### src/rtl/mdio_pkg.sv
// Shared definitions for the MDIO responder: FSM encoding, frame field codes
// and the rising-event indices at which the frame decoder takes decisions.
package mdio_pkg;

    typedef enum logic [2:0] {
        S_IDLE = 3'd0,
        S_HDR  = 3'd1,
        S_TA   = 3'd2,
        S_DATA = 3'd3,
        S_SKIP = 3'd4,
        S_WAIT = 3'd5
    } state_t;

    localparam logic [1:0] ST_CODE = 2'b01;
    localparam logic [1:0] OP_WR   = 2'b01;
    localparam logic [1:0] OP_RD   = 2'b10;
    localparam logic [1:0] TA_WR   = 2'b10;

    // Rising-event numbers (1-based) where the decoder acts
    localparam logic [5:0] EV_OP   = 6'd4;
    localparam logic [5:0] EV_ADDR = 6'd14;
    localparam logic [5:0] EV_TA   = 6'd16;
    localparam logic [5:0] EV_END  = 6'd32;

    // Read-only identifier register addresses
    localparam logic [4:0] REG_ID1 = 5'd2;
    localparam logic [4:0] REG_ID2 = 5'd3;

endpackage

### src/rtl/mdio_regfile.sv
// 32x16 management register space. One write port, one combinational read
// port; addresses 2 and 3 return fixed identifier words and ignore writes.
module mdio_regfile
    import mdio_pkg::*;
#(
    parameter logic [15:0] PHY_ID1 = 16'h0141,
    parameter logic [15:0] PHY_ID2 = 16'h0CC2
) (
    input  logic        i_clk,
    input  logic        i_reset,
    input  logic        i_we,
    input  logic [4:0]  i_waddr,
    input  logic [15:0] i_wdata,
    input  logic [4:0]  i_raddr,
    output logic [15:0] o_rdata
);

    logic [15:0] r_mem [0:31];

    // Storage: cleared by reset, written when the decoder commits a frame
    always_ff @(posedge i_clk or posedge i_reset) begin
        if (i_reset) begin
            for (int i = 0; i < 32; i++) begin
                r_mem[i] <= 16'h0000;
            end
        end else if (i_we && (i_waddr != REG_ID1) && (i_waddr != REG_ID2)) begin
            r_mem[i_waddr] <= i_wdata;
        end
    end

    assign o_rdata = (i_raddr == REG_ID1) ? PHY_ID1 :
                     (i_raddr == REG_ID2) ? PHY_ID2 :
                     r_mem[i_raddr];

endmodule

### src/rtl/mdio_responder.sv
// PHY-side MDIO target: follows the controller's mdc in the clk domain,
// decodes 32-bit preamble-less frames, commits writes to the local register
// file and serialises read data back on mdio_in.
module mdio_responder
    import mdio_pkg::*;
#(
    parameter logic [4:0]  PHY_ADDR = 5'h15,
    parameter logic [15:0] PHY_ID1  = 16'h0141,
    parameter logic [15:0] PHY_ID2  = 16'h0CC2
) (
    input  logic        clk,
    input  logic        reset,
    input  logic        mdc,
    input  logic        mdio_out,
    input  logic        mdio_oe,
    output logic        mdio_in,
    output logic        mdio_in_oe,
    output logic        wr_stb,
    output logic [4:0]  wr_addr,
    output logic [15:0] wr_data,
    output logic        busy
);

    state_t      r_state;
    logic        r_mdc_q;
    logic [5:0]  r_cnt;
    logic [8:0]  r_hdr;
    logic [1:0]  r_op;
    logic [4:0]  r_regad;
    logic [1:0]  r_ta;
    logic [14:0] r_wdata_sh;
    logic [15:0] r_rd_sh;
    logic        r_in;
    logic        r_in_oe;
    logic        r_stb;
    logic [4:0]  r_waddr;
    logic [15:0] r_wdata;

    logic        w_rise;
    logic        w_fall;
    logic [5:0]  w_cnt_nx;
    logic [9:0]  w_hdr_nx;
    logic [15:0] w_data_nx;
    logic [15:0] w_rd_word;
    logic        w_commit;

    assign w_rise    = mdc & ~r_mdc_q;
    assign w_fall    = ~mdc & r_mdc_q;
    // Event counter saturates so SKIP/DATA can never wrap into a new frame
    assign w_cnt_nx  = (r_cnt == EV_END) ? EV_END : r_cnt + 6'd1;
    // Header / data bits including the one sampled on this rising event
    assign w_hdr_nx  = {r_hdr, mdio_out};
    assign w_data_nx = {r_wdata_sh, mdio_out};
    assign w_commit  = w_rise && (r_state == S_DATA) && (w_cnt_nx == EV_END) &&
                       (r_op == OP_WR) && (r_ta == TA_WR) &&
                       (r_regad != REG_ID1) && (r_regad != REG_ID2);

    mdio_regfile #(
        .PHY_ID1 (PHY_ID1),
        .PHY_ID2 (PHY_ID2)
    ) u_regfile (
        .i_clk   (clk),
        .i_reset (reset),
        .i_we    (w_commit),
        .i_waddr (r_regad),
        .i_wdata (w_data_nx),
        .i_raddr (w_hdr_nx[4:0]),
        .o_rdata (w_rd_word)
    );

    // mdc history for edge detection
    always_ff @(posedge clk or posedge reset) begin
        if (reset) begin
            r_mdc_q <= 1'b0;
        end else begin
            r_mdc_q <= mdc;
        end
    end

    // Frame decoder FSM with registered drive and write-report outputs
    always_ff @(posedge clk or posedge reset) begin
        if (reset) begin
            r_state    <= S_IDLE;
            r_cnt      <= 6'd0;
            r_hdr      <= 9'd0;
            r_op       <= 2'b00;
            r_regad    <= 5'd0;
            r_ta       <= 2'b00;
            r_wdata_sh <= 15'd0;
            r_rd_sh    <= 16'h0000;
            r_in       <= 1'b0;
            r_in_oe    <= 1'b0;
            r_stb      <= 1'b0;
            r_waddr    <= 5'd0;
            r_wdata    <= 16'h0000;
        end else begin
            r_stb <= 1'b0;
            if (w_commit) begin
                r_stb   <= 1'b1;
                r_waddr <= r_regad;
                r_wdata <= w_data_nx;
            end

            // Read drive: turnaround zero, 16 data bits, then release
            if (w_fall) begin
                if ((r_state == S_TA) && (r_cnt == EV_TA - 6'd1) && (r_op == OP_RD)) begin
                    r_in_oe <= 1'b1;
                    r_in    <= 1'b0;
                end else if ((r_state == S_DATA) && r_in_oe) begin
                    r_in    <= r_rd_sh[15];
                    r_rd_sh <= {r_rd_sh[14:0], 1'b0};
                end else if (r_state == S_IDLE) begin
                    r_in_oe <= 1'b0;
                    r_in    <= 1'b0;
                end
            end

            case (r_state)
                S_IDLE: begin
                    if (w_rise && mdio_oe) begin
                        r_state <= S_HDR;
                        r_cnt   <= 6'd1;
                        r_hdr   <= {8'd0, mdio_out};
                    end
                end
                S_HDR: begin
                    if (w_rise) begin
                        r_cnt <= w_cnt_nx;
                        r_hdr <= w_hdr_nx[8:0];
                        if (w_cnt_nx == EV_OP) begin
                            r_op <= w_hdr_nx[1:0];
                            if ((w_hdr_nx[3:2] != ST_CODE) ||
                                ((w_hdr_nx[1:0] != OP_WR) && (w_hdr_nx[1:0] != OP_RD))) begin
                                r_state <= S_WAIT;
                            end
                        end else if (w_cnt_nx == EV_ADDR) begin
                            r_regad <= w_hdr_nx[4:0];
                            if (w_hdr_nx[9:5] != PHY_ADDR) begin
                                r_state <= S_SKIP;
                            end else begin
                                r_state <= S_TA;
                                // Snapshot of the addressed word for the read
                                if (r_op == OP_RD) begin
                                    r_rd_sh <= w_rd_word;
                                end
                            end
                        end
                    end
                end
                S_TA: begin
                    if (w_rise) begin
                        r_cnt <= w_cnt_nx;
                        r_ta  <= {r_ta[0], mdio_out};
                        if (w_cnt_nx == EV_TA) begin
                            r_state <= S_DATA;
                        end
                    end
                end
                S_DATA: begin
                    if (w_rise) begin
                        r_cnt      <= w_cnt_nx;
                        r_wdata_sh <= w_data_nx[14:0];
                        if (w_cnt_nx == EV_END) begin
                            r_state <= S_IDLE;
                        end
                    end
                end
                S_SKIP: begin
                    if (w_rise) begin
                        r_cnt <= w_cnt_nx;
                        if (w_cnt_nx == EV_END) begin
                            r_state <= S_IDLE;
                        end
                    end
                end
                S_WAIT: begin
                    if (!mdio_oe) begin
                        r_state <= S_IDLE;
                    end
                end
                default: r_state <= S_IDLE;
            endcase
        end
    end

    assign mdio_in    = r_in;
    assign mdio_in_oe = r_in_oe;
    assign wr_stb     = r_stb;
    assign wr_addr    = r_waddr;
    assign wr_data    = r_wdata;
    assign busy       = (r_state != S_IDLE);

endmodule

### config.mk
export PLATFORM = sky130hd
export DESIGN_NAME = mdio_responder
export DESIGN_NICKNAME = d
export VERILOG_FILES = /design/src/rtl/mdio_pkg.sv /design/src/rtl/mdio_regfile.sv /design/src/rtl/mdio_responder.sv
export SDC_FILE = /design/constraint.sdc
export NUM_CORES = 1
export LEC_CHECK = 0
export ABC_CLOCK_PERIOD_IN_PS = 24000
export BUFFER_PORTS_ARGS = -buffer_cell sky130_fd_sc_hd__buf_2
export CAP_MARGIN = 15
export CORE_MARGIN = 2
export CORE_UTILIZATION = 59
export CTS_BUF_LIST = sky130_fd_sc_hd__clkbuf_16
export DETAILED_ROUTE_END_ITERATION = 8
export HOLD_SLACK_MARGIN = 0.08
export PLACE_DENSITY = 0.72
export SLEW_MARGIN = 15
export SYNTH_ARGS = -nofsm -noshare
export SYNTH_HDL_FRONTEND = slang
export SYNTH_HIERARCHICAL = 1
export SYNTH_SLANG_ARGS = --single-unit
### constraint.sdc
create_clock -name clk -period 24 [get_ports clk]
set_input_delay 4.8 -clock clk [delete_from_list [all_inputs] [get_ports clk]]
set_output_delay 4.8 -clock clk [all_outputs]
set_load 0.1 [all_outputs]
==> impl_metrics.ini, run 1 <==
[sta]
hold_viol_final = 0
clock_skew_ns = 0.01949
tns_ns = 0
finalCritPeriodShare = 0.3385
finalSetupViolCount = 0
clock.fmax_ghz = 0.1231
rsz0062_at_grt = no
period_needed_ns = 8.125
drv_slew = 0
worst_pin_slew_ns = 1.029
slew_headroom = 0.3143

[floorplanning]
die_area_um2 = 48280
io-pin-count = 30
dieWidth_um = 219.7
core_area_um2 = 46260
std_cell_rows = 79
die_h_um = 219.7
start_util = 0.5936

[place]
dp_cells = 2365
portBuffers = 29
place_congestion = 0.8186
dpl.hpwl_um = 38520

[pwr]
ir_drop_v = 0.00006144
power_density_nw_per_um2 = 78.93
power_leakage_nw = 14.32

[grt]
grt_pass1_wl_um = 99860
grt.total_usage = 0.2761
grt_max_degree = 179
grt_pass1_vias = 16309
antenna_found_initial = 0
gr-total-overflow = 0

[route]
drc = 0
wl_per_cell_um = 25.88
avgViaCountPerCell = 6.327
drt_pre_antenna_iters = 5
vias = 15660
drtAntennaViolNets = 0
totalWireLength_um = 64060
drt-initial-drc-count = 1161

[final_layout]
n_antenna_cell = 0
fin_cells = 2475
syn2layout_area_growth_pct = 7.527
layout-drive-gt1-share = 0.4475
finalNetCount = 1829

[setup_path]
cp-end-kind = flop
ff2ff_path_depth = 8
rrSetupSlack_ns = 19.28
worstPathArrival_ns = 8.61
critical_path_required_ns = 24.49
path_max_fanout = 22
start_kind = input pin
worstSetupPathType = input pin to flop

[cts]
cts_root_buf = clkbuf_16
clock_path_buffers = 3
cts_tree = done
cts_buffers = 60
cts_resized = 0
cts_hold_buf = 0
htree_levels = 2
clk_pin_slew_ns = 0.06
cts.sinks = 593
clk_latency_ns = 0.62
cts_setup_buffers = 0

[synthesis]
synth_edf_count = 0
synthesis.area_um2 = 27460
yosysSeqAreaShare = 0.5404
avgSynthCellArea_um2 = 14.60
yosys_warnings = 6
ys_ff_latch = 593
synth_nets = 1889
synth_cell_types = 77
ys.flop_type = dfrtp_1
syn_inst = 1881
async_flop_share = 1.000

[min_path]
hp-class = flop to flop
min_path_cells = 0

[status]
status = finished clean

[job]
max-cap-violations = 0
-- critical path, cell delays in order --
cell     delay, ns
buf_2         0.12
nor3b_4       0.69
and3_1        0.29
nand3_2       0.52
inv_1         0.55
or3b_1        0.63
nor2_4        0.58
mux2_2        0.41
-- state kept, by name, indices dropped and copies added, names as in the netlist, 2 cells and up --
name	count
r_ta	2
r_regad	5
wr_addr	5
r_state	3
wr_data	16
r_rd_sh	16
r_cnt	6
r_op	2
u_regfile/r_mem	510
r_hdr	9
r_wdata_sh	15
-- where the power goes --
part | total [mW] | switching, mW | internal [mW] | leakage, nW
Clock | 0.860 | 0.379 | 0.481 | 0.923
Sequential | 1.07 | 0.0538 | 1.01 | 8.26
Combinational | 0.402 | 0.260 | 0.141 | 5.14
-- final timing paths --
kind	endpoint	start
setup reg to reg	u_regfile/r_mem[305]	r_state[2]
hold / removal	u_regfile/r_mem[456]	u_regfile/r_mem[456]
min in group asynchronous	wr_data[7]	reset
max in group asynchronous	u_regfile/r_mem[327]	reset
setup / recovery	u_regfile/r_mem[305]	mdc
hold reg to reg	u_regfile/r_mem[456]	u_regfile/r_mem[456]
-- layer usage --
layer,global-route usage,up-vias,wire [um]
met2,0.4452,374,30540
met5,0,-,0
li1,-,6751,-
met4,0.08792,0,1896
met3,0.03699,103,2794
met1,0.3930,8432,28830
-- kinds of logic after synthesis --
group | after synthesis | share of synthesized area
muxes | 729 | 0.3393
and+or+nand+nor | 221 | 0.04907
adders and majority gates | 3 | 0.001367
DFF | 593 | 0.5404
buffers and inverters | 192 | 0.03527
xor gates and xnor gates | 5 | 0.001595
AOI/OAI and AO/OA | 138 | 0.03304
-- layout make-up --
class	instances	area, um^2
timing repair buffer	57	406.6
clock inverter	49	286.5
sequential	593	14850
fill	3376	16730
tap	607	759.5
clock buffer	60	1501
multi-input combinational	1096	11670
inverter	13	57.56
-- through the flow --
step                      instance area [um^2]  setup WS, ns  power (mW)    util  hold WS, ns
final                                    29530         15.88       2.330  0.6383       0.3710
after global routing                     29530         15.75       2.422  0.6383       0.3779
after CTS                                29480         15.64       2.345  0.6373       0.3751
after detailed placement                 27700         15.00       1.483  0.5987       0.3622
after global placement                   27700         15.11       1.479  0.5987       0.3586
after floorplan                          27460         4.957       1.365       -       0.4212
-- cell usage after synthesis, types with 4 or more instances --
master,n,share of area
mux2_2,554,0.23
nor2_4,19,0.0078
a31oi_1,8,0.0018
nand2_1,59,0.0081
clkbuf_1,90,0.012
nand3_1,23,0.0042
inv_1,11,0.0015
o22ai_1,20,0.0046
nor2_1,45,0.0062
a211oi_1,15,0.0041
buf_2,48,0.0087
nor2b_1,11,0.0025
o221ai_1,4,0.0013
o31ai_1,4,0.0011
o211ai_1,5,0.0014
mux4_2,100,0.082
and3_1,5,0.0011
mux2i_1,66,0.024
a21oi_1,36,0.0066
nand3b_1,4,0.0011
and2_1,6,0.0014
dfrtp_1,593,0.54
a22oi_1,4,0.0011
nand2b_1,6,0.0014
buf_6,7,0.0029
nor3_1,6,0.0011
o21ai_0,21,0.0038
buf_4,31,0.0085
-- layout by cell type (no fill, tap or decap), types with 4 or more instances in the layout --
cell type  synthesis  layout
a211oi_1          15      15
a21oi_1           36      36
a22oi_1            4       4
a31oi_1            8       8
and2_1             6       6
and3_1             5       5
buf_2             48      28
buf_4             31      25
clkbuf_16          0      60
clkinv_1           2      28
clkinv_2           0       6
dfrtp_1          593     589
inv_1             11      22
mux2_2           554     554
mux2i_1           66      66
mux4_2           100     100
nand2_1           59      59
nand2b_1           6       6
nand3_1           23      23
nand3b_1           4       4
nor2_1            45      45
nor2_4            19      20
nor2b_1           11      10
nor3_1             6       6
o211ai_1           5       5
o21ai_0           21      21
o221ai_1           4       4
o22ai_1           20      20
o31ai_1            4       4
Power figures use the tool's default switching activity.
==> run 2, diff against run 1 <==
--- a/config.mk
+++ b/config.mk
@@ -5,7 +5,7 @@
 export SDC_FILE = /design/constraint.sdc
 export NUM_CORES = 1
 export LEC_CHECK = 0
-export ABC_CLOCK_PERIOD_IN_PS = 24000
+export ABC_CLOCK_PERIOD_IN_PS = 8500
 export BUFFER_PORTS_ARGS = -buffer_cell sky130_fd_sc_hd__buf_2
 export CAP_MARGIN = 15
 export CORE_MARGIN = 2
==> constraint.sdc (replaced) <==
create_clock -name clk -period 8.5 [get_ports clk]
set_input_delay 1.7 -clock clk [delete_from_list [all_inputs] [get_ports clk]]
set_output_delay 1.7 -clock clk [all_outputs]
set_load 0.1 [all_outputs]
==> run 2 against run 1 <==
  * Die area stayed put
  * Via count rose by 0.29%
  * Global-route usage down 0.17 points
  * Worst hold slack worse by 0.00061 ns
  * Final cell count stayed put
  * Flip-flop and latch count unchanged
  * Non-clock buffer count rose by 1
  * Clock skew barely moved
  * Combinational power grew to 2.9 times the previous value
==> impl_metrics.ini, run 2 (synthesized netlist as in run 1, its figures left out) <==
[route]
drtAntennaViolNets = 0
dr_wl_met2_um = 31200
met3_length_um = 3403
vias = 15706
drc = 0
drt-initial-drc-count = 1287
top_layer = met4
wl_per_cell_um = 25.91
totalWireLength_um = 64140
wl_met1_um = 28070
avgViaCountPerCell = 6.346
drt_pre_antenna_iters = 5

[sta]
setup_slack_ns = 3.540
rsz0062_at_grt = no
drv_slew = 0
worst_pin_slew_ns = 1.172
finalSetupViolCount = 0
clock_skew_ns = 0.01900
tns_ns = 0
hold_viol_final = 0
finalCritPeriodShare = 0.5835
period_needed_ns = 4.960
clock.fmax_ghz = 0.2016
slew_headroom = 0.2185

[floorplanning]
dieWidth_um = 219.7
die_h_um = 219.7
io-pin-count = 30
start_util = 0.5936
core_area_um2 = 46260
std_cell_rows = 79
die_area_um2 = 48280

[setup_path]
slowest_stage = nor3b_4
path_cells = buf_2, nor3b_4, and3_1, nand3_2, inv_1, or3b_1, nor2_4, mux2_2
critical_path_required_ns = 8.99
path_delay_family = simple AND/OR/NAND/NOR gates
cp-end-kind = flop
worstSetupPathType = input pin to flop
start_kind = input pin
worstPathArrival_ns = 5.45
path_max_fanout = 22
slowest_delay_ns = 0.67
worst-path-buf-inv = 2

[pwr]
power_leakage_nw = 14.30
finalPower_mw = 6.521
power_density_nw_per_um2 = 221.5
ir_drop_v = 0.0001873

[final_layout]
top_register = u_regfile/r_mem
mostFrequentLayoutCell = dfrtp_1
multi_input_area_um2 = 11660
num-fill-cells = 3357
largest_reg_flops = 510
n_antenna_cell = 0
finalNetCount = 1830
mostFrequentLayoutCells = dfrtp_1, mux2_2, mux4_2, mux2i_1, clkbuf_16
layout-drive-gt1-share = 0.4497
syn2layout_area_growth_pct = 7.213
seqCellArea_um2 = 14850

[grt]
antenna_found_initial = 1
grt_pass1_wl_um = 99420
grt_pass1_vias = 16322
grt.total_usage = 0.2744
grt_max_degree = 197
gr-total-overflow = 0

[cts]
clk_latency_ns = 0.62
cts_resized = 0
clk_pin_slew_ns = 0.06
cts.sinks = 593
cts_setup_buffers = 0
htree_levels = 2
cts_buffers = 60
cts_root_buf = clkbuf_16
cts_tree = done
clock_path_buffers = 3
cts_hold_buf = 0

[place]
place_ws_ns = 2.543
dpl.hpwl_um = 38990
portBuffers = 29
place_congestion = 0.8823

[status]
status = finished clean

[job]
max-cap-violations = 0

[min_path]
hp-class = flop to flop
run 2: worst paths after layout:
path	cells after the start	to	start	slack [ns]
worst max-delay path	8	u_regfile/r_mem[308]	mdc	3.54
min in group asynchronous	2	u_regfile/r_mem[307]	reset	1.25
worst min register to register	0	u_regfile/r_mem[464]	u_regfile/r_mem[464]	0.37
max in group asynchronous	4	u_regfile/r_mem[235]	reset	5.14
worst max register to register	8	u_regfile/r_mem[308]	r_state[2]	3.88
worst min-delay path	0	u_regfile/r_mem[464]	u_regfile/r_mem[464]	0.37
run 2: layer usage:
metal / vias to the layer above / track usage
met3: 99 / 0.04155
met4: 0 / 0.07584
met2: 385 / 0.4507
li1: 6762 / -
met1: 8460 / 0.3849
met5: - / 0
run 2: cell type report:
type | instances | area share
inverter | 13 | 0.001827
tap | 607 | 0.02580
clock inverter | 47 | 0.006630
clock buffer | 61 | 0.05185
timing repair buffer | 58 | 0.01351
sequential | 593 | 0.5044
multi-input combinational | 1096 | 0.3960
run 2: metrics by stage:
stage,util,hold WS [ns],cells,instance area [um^2]
after floorplan,-,0.4212,1881,27460
after global placement,0.5989,0.3573,2367,27710
after detailed placement,0.5989,0.3623,2367,27710
after CTS,0.6362,0.3759,2475,29430
after global routing,0.6364,0.3795,2475,29440
final,0.6364,0.3704,2475,29440
run 2: worst reg2reg max path, delay by kind of cell (launching register included):
family	cells	cell delay (ns)
buffers and inverters	1	0.51
flip-flops	1	0.48
multiplexers	1	0.41
AND/OR/NAND/NOR	6	3.10
run 2: report_power, final:
group          switching (mW)  internal [mW]  leakage [nW]
Combinational           0.781          0.396          5.13
Clock                    1.08           1.28         0.908
Sequential              0.115           2.87          8.26
Total                    1.98           4.55          14.3
==> run 3, diff against run 2 <==
--- a/config.mk
+++ b/config.mk
@@ -5,15 +5,15 @@
 export SDC_FILE = /design/constraint.sdc
 export NUM_CORES = 1
 export LEC_CHECK = 0
-export ABC_CLOCK_PERIOD_IN_PS = 8500
+export ABC_CLOCK_PERIOD_IN_PS = 4400
 export BUFFER_PORTS_ARGS = -buffer_cell sky130_fd_sc_hd__buf_2
 export CAP_MARGIN = 15
 export CORE_MARGIN = 2
-export CORE_UTILIZATION = 59
+export CORE_UTILIZATION = 57
 export CTS_BUF_LIST = sky130_fd_sc_hd__clkbuf_16
 export DETAILED_ROUTE_END_ITERATION = 8
 export HOLD_SLACK_MARGIN = 0.08
-export PLACE_DENSITY = 0.72
+export PLACE_DENSITY = 0.73
 export SLEW_MARGIN = 15
 export SYNTH_ARGS = -nofsm -noshare
 export SYNTH_HDL_FRONTEND = slang
==> constraint.sdc (replaced) <==
create_clock -name clk -period 4.4 [get_ports clk]
set_input_delay 0.88 -clock clk [delete_from_list [all_inputs] [get_ports clk]]
set_output_delay 0.88 -clock clk [all_outputs]
set_load 0.1 [all_outputs]
==> run 3 against run 2 <==
  * Flip-flop and latch count unchanged
  * Sequential share of layout area decreased by 0.92 points
  * Highest routed layer is now met5
  * Clock power increased by 120%
  * Combinational power increased by 84%
  * Via count increased by 1.5%
  * Clock skew decreased by 0.0019 ns
  * Final cell count increased by 1.5%
  * Largest cell class unchanged
  * Largest power group unchanged
  * Critical path type is now flop to flop
  * Core utilization decreased by 0.70 points
==> impl_metrics.ini, run 3 (synthesized netlist as in run 1, its figures left out) <==
[status]
status = finished clean

[grt]
grt_pass1_vias = 16732
grt_pass1_wl_um = 102400
grt_util_met1 = 0.3733
busiest_layer = met2
grt_max_degree = 122
antenna_found_initial = 1
grtUsageMet2 = 0.4524
grtUsageMet3 = 0.04004
gr-total-overflow = 0
grt.total_usage = 0.2708

[pwr]
power_leakage_nw = 14.56
finalPower_mw = 13.20
power_density_nw_per_um2 = 440.3
ir_drop_v = 0.0003223

[route]
drt-initial-drc-count = 1213
wl_per_cell_um = 26.16
drt_pre_antenna_iters = 5
avgViaCountPerCell = 6.346
vias = 15947
drc = 0
drtAntennaViolNets = 0
totalWireLength_um = 65740

[cts]
cts_resized = 0
clk_latency_ns = 0.62
htree_levels = 2
cts_buffers = 60
clock_path_buffers = 3
clk_pin_slew_ns = 0.06
cts_hold_buf = 0
cts.sinks = 593
cts_setup_buffers = 0
cts_tree = done
cts_root_buf = clkbuf_16

[sta]
drv_slew = 0
worst_pin_slew_ns = 1.009
hold_viol_final = 0
rsz0062_at_grt = no
tns_ns = 0
clock_skew_ns = 0.01707
finalSetupViolCount = 0
setup_slack_ns = 0.8012
clock.fmax_ghz = 0.2779
finalCritPeriodShare = 0.8179
slew_headroom = 0.3258
period_needed_ns = 3.599

[final_layout]
mostFrequentLayoutCell = dfrtp_1
largest_reg_flops = 510
syn2layout_area_growth_pct = 9.213
fin_cells = 2513
finalNetCount = 1854
top_register = u_regfile/r_mem
mostFrequentLayoutCells = dfrtp_1, mux2_2, mux4_2, mux2i_1, clkbuf_16
layout-drive-gt1-share = 0.4604

[setup_path]
rrSetupSlack_ns = 0.80
path_max_fanout = 16
worstSetupPathType = flop to flop
cp-end-kind = flop
critical_path_required_ns = 4.89
worstPathArrival_ns = 4.09
regToRegStartpoint = r_cnt[2]
startpoint = r_cnt[2]
start_kind = flop

[place]
dp_cells = 2399
portBuffers = 29
place_ws_ns = 0.6836
place_congestion = 0.8702
dpl.hpwl_um = 40350

[floorplanning]
core_area_um2 = 47650
std_cell_rows = 80
io-pin-count = 30
die_h_um = 223.5
dieWidth_um = 223.5
die_area_um2 = 49950
start_util = 0.5763

[job]
max-cap-violations = 0

[min_path]
hold_start = u_regfile/r_mem[468]
hp-class = flop to flop
-- run 3: cell count changes in the layout (fill, tap and decap cells not counted), sizes merged --
cell,change
buf,+24
bufinv,+9
clkinv,-4
clkinvlp,-1
diode,+2
-- run 3: cell type report --
cell class / count / area (um^2)
repair buffers: 82 / 674.4
inverters: 13 / 53.80
diodes: 2 / 5.005
clock inverters: 51 / 457.9
flip-flops and latches: 593 / 14850
well taps: 615 / 769.5
fillers: 3530 / 17660
clock buffers: 61 / 1526
multi-input cells: 1096 / 11650
-- run 3: metal layers --
metal / wire length (um) / up-vias / part of all wire
met3: 3686 / 99 / 0.056
li1: - / 6797 / -
met1: 28090 / 8598 / 0.43
met5: 11 / - / 0.00017
met4: 1637 / 2 / 0.025
met2: 32310 / 451 / 0.49
-- run 3: worst paths after layout --
check	endpoint	depth (start not counted)
max	u_regfile/r_mem[365]	10
min	u_regfile/r_mem[468]	0
max reg2reg	u_regfile/r_mem[365]	10
min reg2reg	u_regfile/r_mem[468]	0
max in group asynchronous	u_regfile/r_mem[228]	3
min in group asynchronous	u_regfile/r_mem[266]	2
-- run 3: worst max-delay path, stage by stage, from the launching register on --
cell	delay, ns
dfrtp_1	0.53
and3_1	0.32
nand3_1	0.19
xnor2_1	0.23
and3_1	0.21
nand3_2	0.09
inv_1	0.25
nand2_1	0.11
nor2_1	0.32
nand2_1	0.70
mux2_2	0.52
-- run 3: where the power goes --
part / internal, mW / switching (mW)
Sequential: 5.53 / 0.359
Combinational: 0.837 / 1.33
Clock: 3.03 / 2.12
-- run 3: metrics by stage --
stage / hold slack, ns / util / cell area (um^2)
3_3_place_gp: 0.3585 / 0.5876 / 28000
6_report: 0.3717 / 0.6294 / 29990
3_5_place_dp: 0.3609 / 0.5876 / 28000
2_1_floorplan: 0.4212 / - / 27460
5_1_grt: 0.3814 / 0.6293 / 29990
4_1_cts: 0.3744 / 0.6293 / 29980
